## config.mk

```make
export PLATFORM = sky130hd
export DESIGN_NAME = ray_frame_scheduler
export DESIGN_NICKNAME = d
export VERILOG_FILES = /design/src/rtl/ray_frame_scheduler.sv
export SDC_FILE = /design/constraint.sdc
export NUM_CORES = 2
export LEC_CHECK = 0
export CAP_MARGIN = 20
export CORE_MARGIN = 3
export CORE_UTILIZATION = 57
export DETAILED_ROUTE_END_ITERATION = 16
export PLACE_DENSITY = 0.82
export SLEW_MARGIN = 20
export SYNTH_ARGS = -nofsm -noshare
export SYNTH_HDL_FRONTEND = slang
export SYNTH_SLANG_ARGS = --single-unit
```

## constraint.sdc

```tcl
create_clock -name clk -period 28.9 [get_ports clk]
set_input_delay 8.67 -clock clk [delete_from_list [all_inputs] [get_ports clk]]
set_output_delay 8.67 -clock clk [all_outputs]
set_load 0.01 [all_outputs]
```

## src/rtl/ray_frame_scheduler.sv

```systemverilog
// Frame-level controller for ray_unit: issues one ray per pixel of a WIDTH x HEIGHT grid,
// buffers in-order results in a credit-protected FIFO and streams them out with sof/eol markers.
module ray_frame_scheduler #(
    parameter int FP_W  = 32,
    parameter int DIM_W = 12,
    parameter int DEPTH = 16
) (
    input  logic                clk,
    input  logic                rst,
    input  logic                start,
    input  logic [DIM_W-1:0]    cfg_width,
    input  logic [DIM_W-1:0]    cfg_height,
    input  logic [FP_W-1:0]     cfg_x0,
    input  logic [FP_W-1:0]     cfg_y0,
    input  logic [FP_W-1:0]     cfg_dx,
    input  logic [FP_W-1:0]     cfg_dy,
    input  logic                cfg_sdf_sel,
    output logic                busy,
    output logic                done,
    output logic                overflow_err,
    output logic [FP_W-1:0]     ru_screen_x,
    output logic [FP_W-1:0]     ru_screen_y,
    output logic                ru_valid,
    output logic                ru_sdf_sel,
    input  logic                ru_valid_out,
    input  logic                ru_hit,
    input  logic [3*FP_W-1:0]   ru_point,
    output logic                px_valid,
    input  logic                px_ready,
    output logic [3*FP_W-1:0]   px_point,
    output logic                px_hit,
    output logic                px_sof,
    output logic                px_eol
);
    localparam int PW = 3*FP_W + 1;
    localparam int AW = $clog2(DEPTH);
    localparam int CW = AW + 1;

    typedef enum logic [1:0] {S_IDLE = 2'd0, S_ISSUE = 2'd1, S_DRAIN = 2'd2} state_t;

    state_t             state_q, state_d;
    logic [DIM_W-1:0]   width_q, width_d, height_q, height_d;
    logic [FP_W-1:0]    x0_q, x0_d, dx_q, dx_d, dy_q, dy_d;
    logic               sel_q, sel_d;
    logic [DIM_W-1:0]   x_q, x_d, y_q, y_d, ox_q, ox_d, oy_q, oy_d;
    logic [FP_W-1:0]    cur_x_q, cur_x_d, cur_y_q, cur_y_d;
    logic [CW-1:0]      cred_q, cred_d, wr_ptr_q, wr_ptr_d, rd_ptr_q, rd_ptr_d;
    logic               zero_pend_q, zero_pend_d, done_q, done_d, busy_q, busy_d, ovf_q, ovf_d;
    logic               ru_valid_q, ru_valid_d, ru_sel_q, ru_sel_d;
    logic [FP_W-1:0]    ru_x_q, ru_x_d, ru_y_q, ru_y_d;
    logic               px_valid_q, px_valid_d;
    logic [PW-1:0]      px_data_q, px_data_d;
    logic [PW-1:0]      mem_q [DEPTH];

    logic               idle_s, issue_s, hs_s, push_s, pop_s, full_s, empty_s;
    logic [CW-1:0]      count_s;
    logic [DIM_W-1:0]   w_s, h_s, xi_s, yi_s;
    logic [FP_W-1:0]    x0_s, cx_s, cy_s, dx_s, dy_s;
    logic               sel_s;

    // On the start cycle the first ray is issued straight from the cfg inputs.
    assign idle_s  = (state_q == S_IDLE);
    assign w_s     = idle_s ? cfg_width   : width_q;
    assign h_s     = idle_s ? cfg_height  : height_q;
    assign x0_s    = idle_s ? cfg_x0      : x0_q;
    assign cx_s    = idle_s ? cfg_x0      : cur_x_q;
    assign cy_s    = idle_s ? cfg_y0      : cur_y_q;
    assign dx_s    = idle_s ? cfg_dx      : dx_q;
    assign dy_s    = idle_s ? cfg_dy      : dy_q;
    assign sel_s   = idle_s ? cfg_sdf_sel : sel_q;
    assign xi_s    = idle_s ? {DIM_W{1'b0}} : x_q;
    assign yi_s    = idle_s ? {DIM_W{1'b0}} : y_q;
    assign hs_s    = px_valid_q && px_ready;
    assign count_s = wr_ptr_q - rd_ptr_q;
    assign full_s  = (count_s == CW'(DEPTH));
    assign empty_s = (count_s == {CW{1'b0}});

    // Frame sequencing, ray issue, credit accounting and output-side bookkeeping.
    always_comb begin
        state_d = state_q;   width_d = width_q;   height_d = height_q;
        x0_d = x0_q;         dx_d = dx_q;         dy_d = dy_q;        sel_d = sel_q;
        x_d = x_q;           y_d = y_q;           ox_d = ox_q;        oy_d = oy_q;
        cur_x_d = cur_x_q;   cur_y_d = cur_y_q;
        ru_valid_d = 1'b0;   ru_x_d = ru_x_q;     ru_y_d = ru_y_q;    ru_sel_d = ru_sel_q;
        zero_pend_d = 1'b0;  done_d = 1'b0;       issue_s = 1'b0;

        case (state_q)
            S_IDLE: begin
                if (start) begin
                    width_d = cfg_width;  height_d = cfg_height;
                    x0_d = cfg_x0;  dx_d = cfg_dx;  dy_d = cfg_dy;  sel_d = cfg_sdf_sel;
                    x_d = {DIM_W{1'b0}};  y_d = {DIM_W{1'b0}};
                    cur_x_d = cfg_x0;  cur_y_d = cfg_y0;
                    ox_d = {DIM_W{1'b0}};  oy_d = {DIM_W{1'b0}};
                    if (cfg_width == {DIM_W{1'b0}} || cfg_height == {DIM_W{1'b0}}) begin
                        zero_pend_d = 1'b1;
                    end else begin
                        state_d = S_ISSUE;
                        issue_s = 1'b1;
                    end
                end else begin
                    done_d = zero_pend_q;
                end
            end
            S_ISSUE: issue_s = (cred_q < CW'(DEPTH));
            S_DRAIN: issue_s = 1'b0;
            default: state_d = S_IDLE;
        endcase

        if (issue_s) begin
            ru_valid_d = 1'b1;  ru_x_d = cx_s;  ru_y_d = cy_s;  ru_sel_d = sel_s;
            if (xi_s == w_s - DIM_W'(1)) begin
                x_d = {DIM_W{1'b0}};  cur_x_d = x0_s;
                y_d = yi_s + DIM_W'(1);  cur_y_d = cy_s + dy_s;
                if (yi_s == h_s - DIM_W'(1)) begin
                    state_d = S_DRAIN;
                end else begin
                    state_d = S_ISSUE;
                end
            end else begin
                x_d = xi_s + DIM_W'(1);  cur_x_d = cx_s + dx_s;
                y_d = yi_s;  cur_y_d = cy_s;
            end
        end else begin
            ru_valid_d = 1'b0;
        end

        if (hs_s && !idle_s) begin
            if (ox_q == width_q - DIM_W'(1)) begin
                ox_d = {DIM_W{1'b0}};
                oy_d = oy_q + DIM_W'(1);
                if (oy_q == height_q - DIM_W'(1)) begin
                    state_d = S_IDLE;
                    done_d  = 1'b1;
                end else begin
                    done_d  = 1'b0;
                end
            end else begin
                ox_d = ox_q + DIM_W'(1);
            end
        end else begin
            ox_d = ox_d;
        end

        cred_d = cred_q + CW'(issue_s) - CW'(hs_s && !idle_s);
        busy_d = (state_d != S_IDLE);
    end

    // Result FIFO pointers and the registered output stage.
    always_comb begin
        push_s   = ru_valid_out && !idle_s && !full_s;
        ovf_d    = ovf_q || (ru_valid_out && !idle_s && full_s);
        pop_s    = !empty_s && (!px_valid_q || px_ready);
        wr_ptr_d = wr_ptr_q + CW'(push_s);
        rd_ptr_d = rd_ptr_q + CW'(pop_s);
        if (pop_s) begin
            px_valid_d = 1'b1;
            px_data_d  = mem_q[rd_ptr_q[AW-1:0]];
        end else if (px_ready) begin
            px_valid_d = 1'b0;
            px_data_d  = px_data_q;
        end else begin
            px_valid_d = px_valid_q;
            px_data_d  = px_data_q;
        end
    end

    // FIFO storage needs no reset; only entries between the pointers are ever read.
    always_ff @(posedge clk) begin
        if (push_s) begin
            mem_q[wr_ptr_q[AW-1:0]] <= {ru_point, ru_hit};
        end
    end

    // State register with asynchronous clear.
    always_ff @(posedge clk or negedge rst) begin
        if (!rst) begin
            state_q <= S_IDLE;  width_q <= '0;  height_q <= '0;
            x0_q <= '0;  dx_q <= '0;  dy_q <= '0;  sel_q <= 1'b0;
            x_q <= '0;  y_q <= '0;  ox_q <= '0;  oy_q <= '0;
            cur_x_q <= '0;  cur_y_q <= '0;  cred_q <= '0;
            wr_ptr_q <= '0;  rd_ptr_q <= '0;
            zero_pend_q <= 1'b0;  done_q <= 1'b0;  busy_q <= 1'b0;  ovf_q <= 1'b0;
            ru_valid_q <= 1'b0;  ru_x_q <= '0;  ru_y_q <= '0;  ru_sel_q <= 1'b0;
            px_valid_q <= 1'b0;  px_data_q <= '0;
        end else begin
            state_q <= state_d;  width_q <= width_d;  height_q <= height_d;
            x0_q <= x0_d;  dx_q <= dx_d;  dy_q <= dy_d;  sel_q <= sel_d;
            x_q <= x_d;  y_q <= y_d;  ox_q <= ox_d;  oy_q <= oy_d;
            cur_x_q <= cur_x_d;  cur_y_q <= cur_y_d;  cred_q <= cred_d;
            wr_ptr_q <= wr_ptr_d;  rd_ptr_q <= rd_ptr_d;
            zero_pend_q <= zero_pend_d;  done_q <= done_d;  busy_q <= busy_d;  ovf_q <= ovf_d;
            ru_valid_q <= ru_valid_d;  ru_x_q <= ru_x_d;  ru_y_q <= ru_y_d;  ru_sel_q <= ru_sel_d;
            px_valid_q <= px_valid_d;  px_data_q <= px_data_d;
        end
    end

    assign busy         = busy_q;
    assign done         = done_q;
    assign overflow_err = ovf_q;
    assign ru_valid     = ru_valid_q;
    assign ru_screen_x  = ru_x_q;
    assign ru_screen_y  = ru_y_q;
    assign ru_sdf_sel   = ru_sel_q;
    assign px_valid     = px_valid_q;
    assign px_point     = px_data_q[PW-1:1];
    assign px_hit       = px_data_q[0];
    // Markers describe the pixel currently held in the output register.
    assign px_sof       = px_valid_q && (ox_q == {DIM_W{1'b0}}) && (oy_q == {DIM_W{1'b0}});
    assign px_eol       = px_valid_q && (ox_q == width_q - DIM_W'(1));
endmodule

```

==> metrics.log <==
[metrics] proportion of synthesized flip-flops having asynchronous set or reset: 0.212
[metrics] time the worst path needs with I/O delays and setup: 13160 ps
[metrics] average via count per standard cell: 6.54
[metrics] final non-filler cell area: 0.0949 mm2
[metrics] combinational group share of total power: 0.344
[metrics] placer congestion estimate: 0.930
[metrics] leading cell type in the layout, fill and taps excluded: sky130_fd_sc_hd__edfxtp_1
[metrics] NumNets Final: 5737
[metrics] number of placed I/O pins: 424
[metrics] net count after synthesis: 5316
[metrics] areal power density over the cells: 102 mW/mm2
[metrics] library cell contributing the largest single delay on the critical path: sky130_fd_sc_hd__clkdlybuf4s50_1
[metrics] Crit Path Category: flop to output port
[metrics] number of setup violations in the final report: 0
[metrics] max cap viols: 0
[metrics] Clock Path Buffers: 3
[metrics] commonest cells after routing, fill and taps aside: sky130_fd_sc_hd__edfxtp_1 (1552), sky130_fd_sc_hd__nand2_1 (799), sky130_fd_sc_hd__mux4_2 (485)
[metrics] status: completed
[metrics] final standard cell count with taps included and fillers excluded: 7467
[metrics] clock group share of total power: 0.259
[metrics] GRT overflow: 0
[metrics] CTS Root Cell: sky130_fd_sc_hd__clkbuf_16
[metrics] Max-Slew Margin vs Limit: 0.184
[metrics] end of the worst register-to-register path: mem_q[4][45]
[metrics] Residual DRC: 0
[metrics] CP Cell Sequence: or4_1, or3_1, a2111o_1, a211oi_1, nand2_1, nor4_1, clkdlybuf4s50_1
[metrics] switching fraction of total power: 0.325
[metrics] Tightest Pin Transition: 1220 ps
[metrics] Met3 Routed Length: 23900 um
[metrics] min-delay src: dy_q[20]
[metrics] filler cell count: 9083
[metrics] Netlist cell types: 82
[metrics] hold path depth: 2
[metrics] DP Area: 0.0886 mm2
[metrics] number of buffers created by CTS: 190
[metrics] path category of the worst min-delay check: flop to flop
[metrics] share of post-route cells with drive strength above 1: 0.184
[metrics] post-synth design cell area: 0.0822 mm2
[metrics] clock-pin slew on the worst setup and hold paths: 60 ps
[metrics] maximum fanout count along the critical path: 12
[metrics] Startpoint Class: flop
[metrics] overall fraction of global-route tracks in use: 0.307
[metrics] hold_buf cts: 0
[metrics] portion of the post-synthesis area used by sequential elements: 0.694
[metrics] Peak VDD IR: 0.0877 mV
[metrics] TritonCTS clock tree: built
[metrics] most frequently used flop master after synthesis: sky130_fd_sc_hd__edfxtp_1
[metrics] Layout Utilization: 0.666
[metrics] internal power: 0.00651 W
[metrics] number of warnings reported in the yosys synthesis log: 0
[metrics] average wire per cell in the routed design: 30.4 um
[metrics] amount of wire on met2 after detailed routing: 113000 um
[metrics] dpl hpwl: 122000 um
[metrics] average instance area after synthesis: 16.5 um2
[metrics] setup slack of the worst register-to-register path: 23050 ps
[metrics] sink of the worst hold path: dy_q[20]
[metrics] clock net sink count: 1970
[metrics] number of synthesized register bits: 1970
[metrics] reg2reg start: rd_ptr_q[1]
[metrics] latest clock arrival within the worst-skew pair: 840 ps
[metrics] iteration count of the initial detailed-routing pass: 5
[metrics] Worst EP required: 20230 ps
[metrics] depth of the worst register-to-register path: 12
[metrics] antenna viol nets, final: 0
[metrics] final setup TNS: 0 ps
[metrics] Vert. Die Dim: 386 um
[metrics] worst slack after detailed placement: 15840 ps
[metrics] count of H-tree levels built during CTS: 4
[metrics] antenna violations before repair: 37
[metrics] highest attainable clock frequency: 76.0 MHz
[metrics] slowest cell delay on critical path: 700 ps
[metrics] Resize count post-CTS: 0
[metrics] Post-synth EDFFs: 1552
[metrics] final worst path period share: 0.455
[metrics] number of instances in the synthesized netlist: 4973
[metrics] final slew viol count: 0
[metrics] DR vias: 48900
[metrics] Port-buffer cells: 423
[metrics] leakage: 33.6 nW
[metrics] number of rows in the core area: 138
[metrics] post-CTS setup-driven buffer insertion count: 0
[metrics] Initial Util: 0.577
[metrics] Placed Instances: 7091
[metrics] crit path capture type: output port
[metrics] DRC violation total after the first TritonRoute iteration: 6153
[metrics] arrival time of the worst setup path: 4490 ps
[metrics] final worst setup slack: 15740 ps
[metrics] via count of the first global-routing pass: 49900
[metrics] largest net degree at the start of global routing: 164
[metrics] final clock skew: 63.7 ps
[metrics] Sequential Power Share: 0.397
[metrics] detailed-routing wirelength on met1: 81200 um
[metrics] full die area: 0.149 mm2
[metrics] first-pass GRT wire length: 333000 um
[metrics] total length of routed wires: 227000 um
[metrics] top routing layer in use: met5
[metrics] area overhead of the layout relative to synthesis: 15.4%
[metrics] area of the core: 0.142 mm2
[metrics] Hold Fails Final Rpt: 0
[metrics] Psw: 0.00314 W
[metrics] setup repair after global routing missed its margin: no
[metrics] floorplan die width: 386 um
## through the flow
stage               power, W  hold WS, ps
floorplan            0.00602          446
global placement     0.00701          452
detailed placement   0.00711          462
CTS                  0.00967          476
global route          0.0100          489
finish               0.00965          473
## cells in the mapped netlist (all sizes together), types with 5 or more instances
cell type	number	area share
a21o	56	0.0051
o21a	9	0.00082
a21boi	5	0.00046
buf	72	0.0036
or4	9	0.00091
o31ai	13	0.0012
inv	50	0.0023
xor2	42	0.0045
a22oi	5	0.00046
dfrtp	418	0.13
o211ai	12	0.0011
nor4	17	0.0013
o21bai	6	0.00055
clkbuf	195	0.0089
a21oi	141	0.0086
mux2	133	0.018
nor2b	10	0.00076
edfxtp	1552	0.57
and4	9	0.00096
o21ai	110	0.0067
nand2b	11	0.00084
nand4	24	0.0018
nor2	190	0.0087
or3	15	0.0011
mux2i	33	0.0040
xnor2	89	0.0095
mux4	485	0.13
ha	85	0.013
and3	28	0.0021
nor4b	5	0.00053
nand2	801	0.037
a31oi	60	0.0046
o22ai	21	0.0018
nor3	37	0.0024
a211oi	33	0.0030
a211o	5	0.00053
a31o	9	0.00096
nor3b	6	0.00055
and2	36	0.0027
or2	13	0.00099
nand3	53	0.0032
a32oi	14	0.0015
a32o	8	0.00097
## cells by family (layout without fill, tap and decap cells)
logic type / Yosys count / count (layout) / synth area share
AO/OA/AOI/OAI: 544 / 544 / 0.0424
AND/OR/NAND/NOR: 1271 / 1271 / 0.0663
adder cells (fa/ha/maj): 88 / 88 / 0.0137
buffers and inverters: 318 / 896 / 0.0148
flip-flops: 1970 / 1970 / 0.694
XOR/XNOR: 131 / 131 / 0.0140
other: 0 / 26 / 0
multiplexers: 651 / 651 / 0.155
## critical path: cells and delay by family, from the launching register on
| kind | cells | cell delay (ps) |
|---|---|---|
| DFF | 1 | 530 |
| AOI/OAI and AO/OA | 2 | 770 |
| buffers and inverters | 1 | 700 |
| and+or+nand+nor | 4 | 1710 |
## state kept, by name, summed over array words and instances (netlist names), 2 cells and up
register and flops:
cred_q 5, cur_x_q 32, cur_y_q 32, dx_q 32, dy_q 32, height_q 12
mem_q 1552, ox_q 12, oy_q 12, px_data_q 97, rd_ptr_q 5, ru_screen_x 32
ru_screen_y 32, state_q 2, width_q 12, wr_ptr_q 5, x0_q 32, x_q 12
y_q 12
## layer usage
metal,track usage,vias to the layer above
li1,-,20200
met1,0.401,24900
met2,0.501,3173
met3,0.0721,553
met4,0.124,20
met5,0,-
## power by group through the flow
| stage | sequential (W) | clock [W] | combinational, W |
|---|---|---|---|
| floorplan | 0.00380 | 0 | 0.00222 |
| global placement | 0.00383 | 0 | 0.00318 |
| detailed placement | 0.00386 | 0 | 0.00325 |
| CTS | 0.00383 | 0.00252 | 0.00332 |
| global route | 0.00387 | 0.00263 | 0.00356 |
| finish | 0.00383 | 0.00250 | 0.00332 |
## worst max path at each step
stage / startpoint / end / slack, ps / cells past startpoint
floorplan: ru_valid_out / mem_q[0][0] / 12500 / 4
global placement: cfg_width[1] / x_q[4] / 15910 / 10
detailed placement: cfg_width[1] / x_q[4] / 15840 / 10
CTS: width_q[2] / px_eol / 15660 / 7
global route: width_q[2] / px_eol / 15480 / 7
finish: width_q[2] / px_eol / 15740 / 7
## layout make-up
cell class	count	area, um2	area share
Tap cell	1890	2360	0.0249
Inverter	51	199	0.00210
Antenna cell	26	65.1	0.000685
Clock buffer	275	5360	0.0564
Multi-Input combinational cell	2685	24100	0.254
Clock inverter	74	891	0.00938
Timing Repair Buffer	496	4850	0.0511
Sequential cell	1970	57100	0.601
Note: power is estimated with default switching activity, not from simulation.
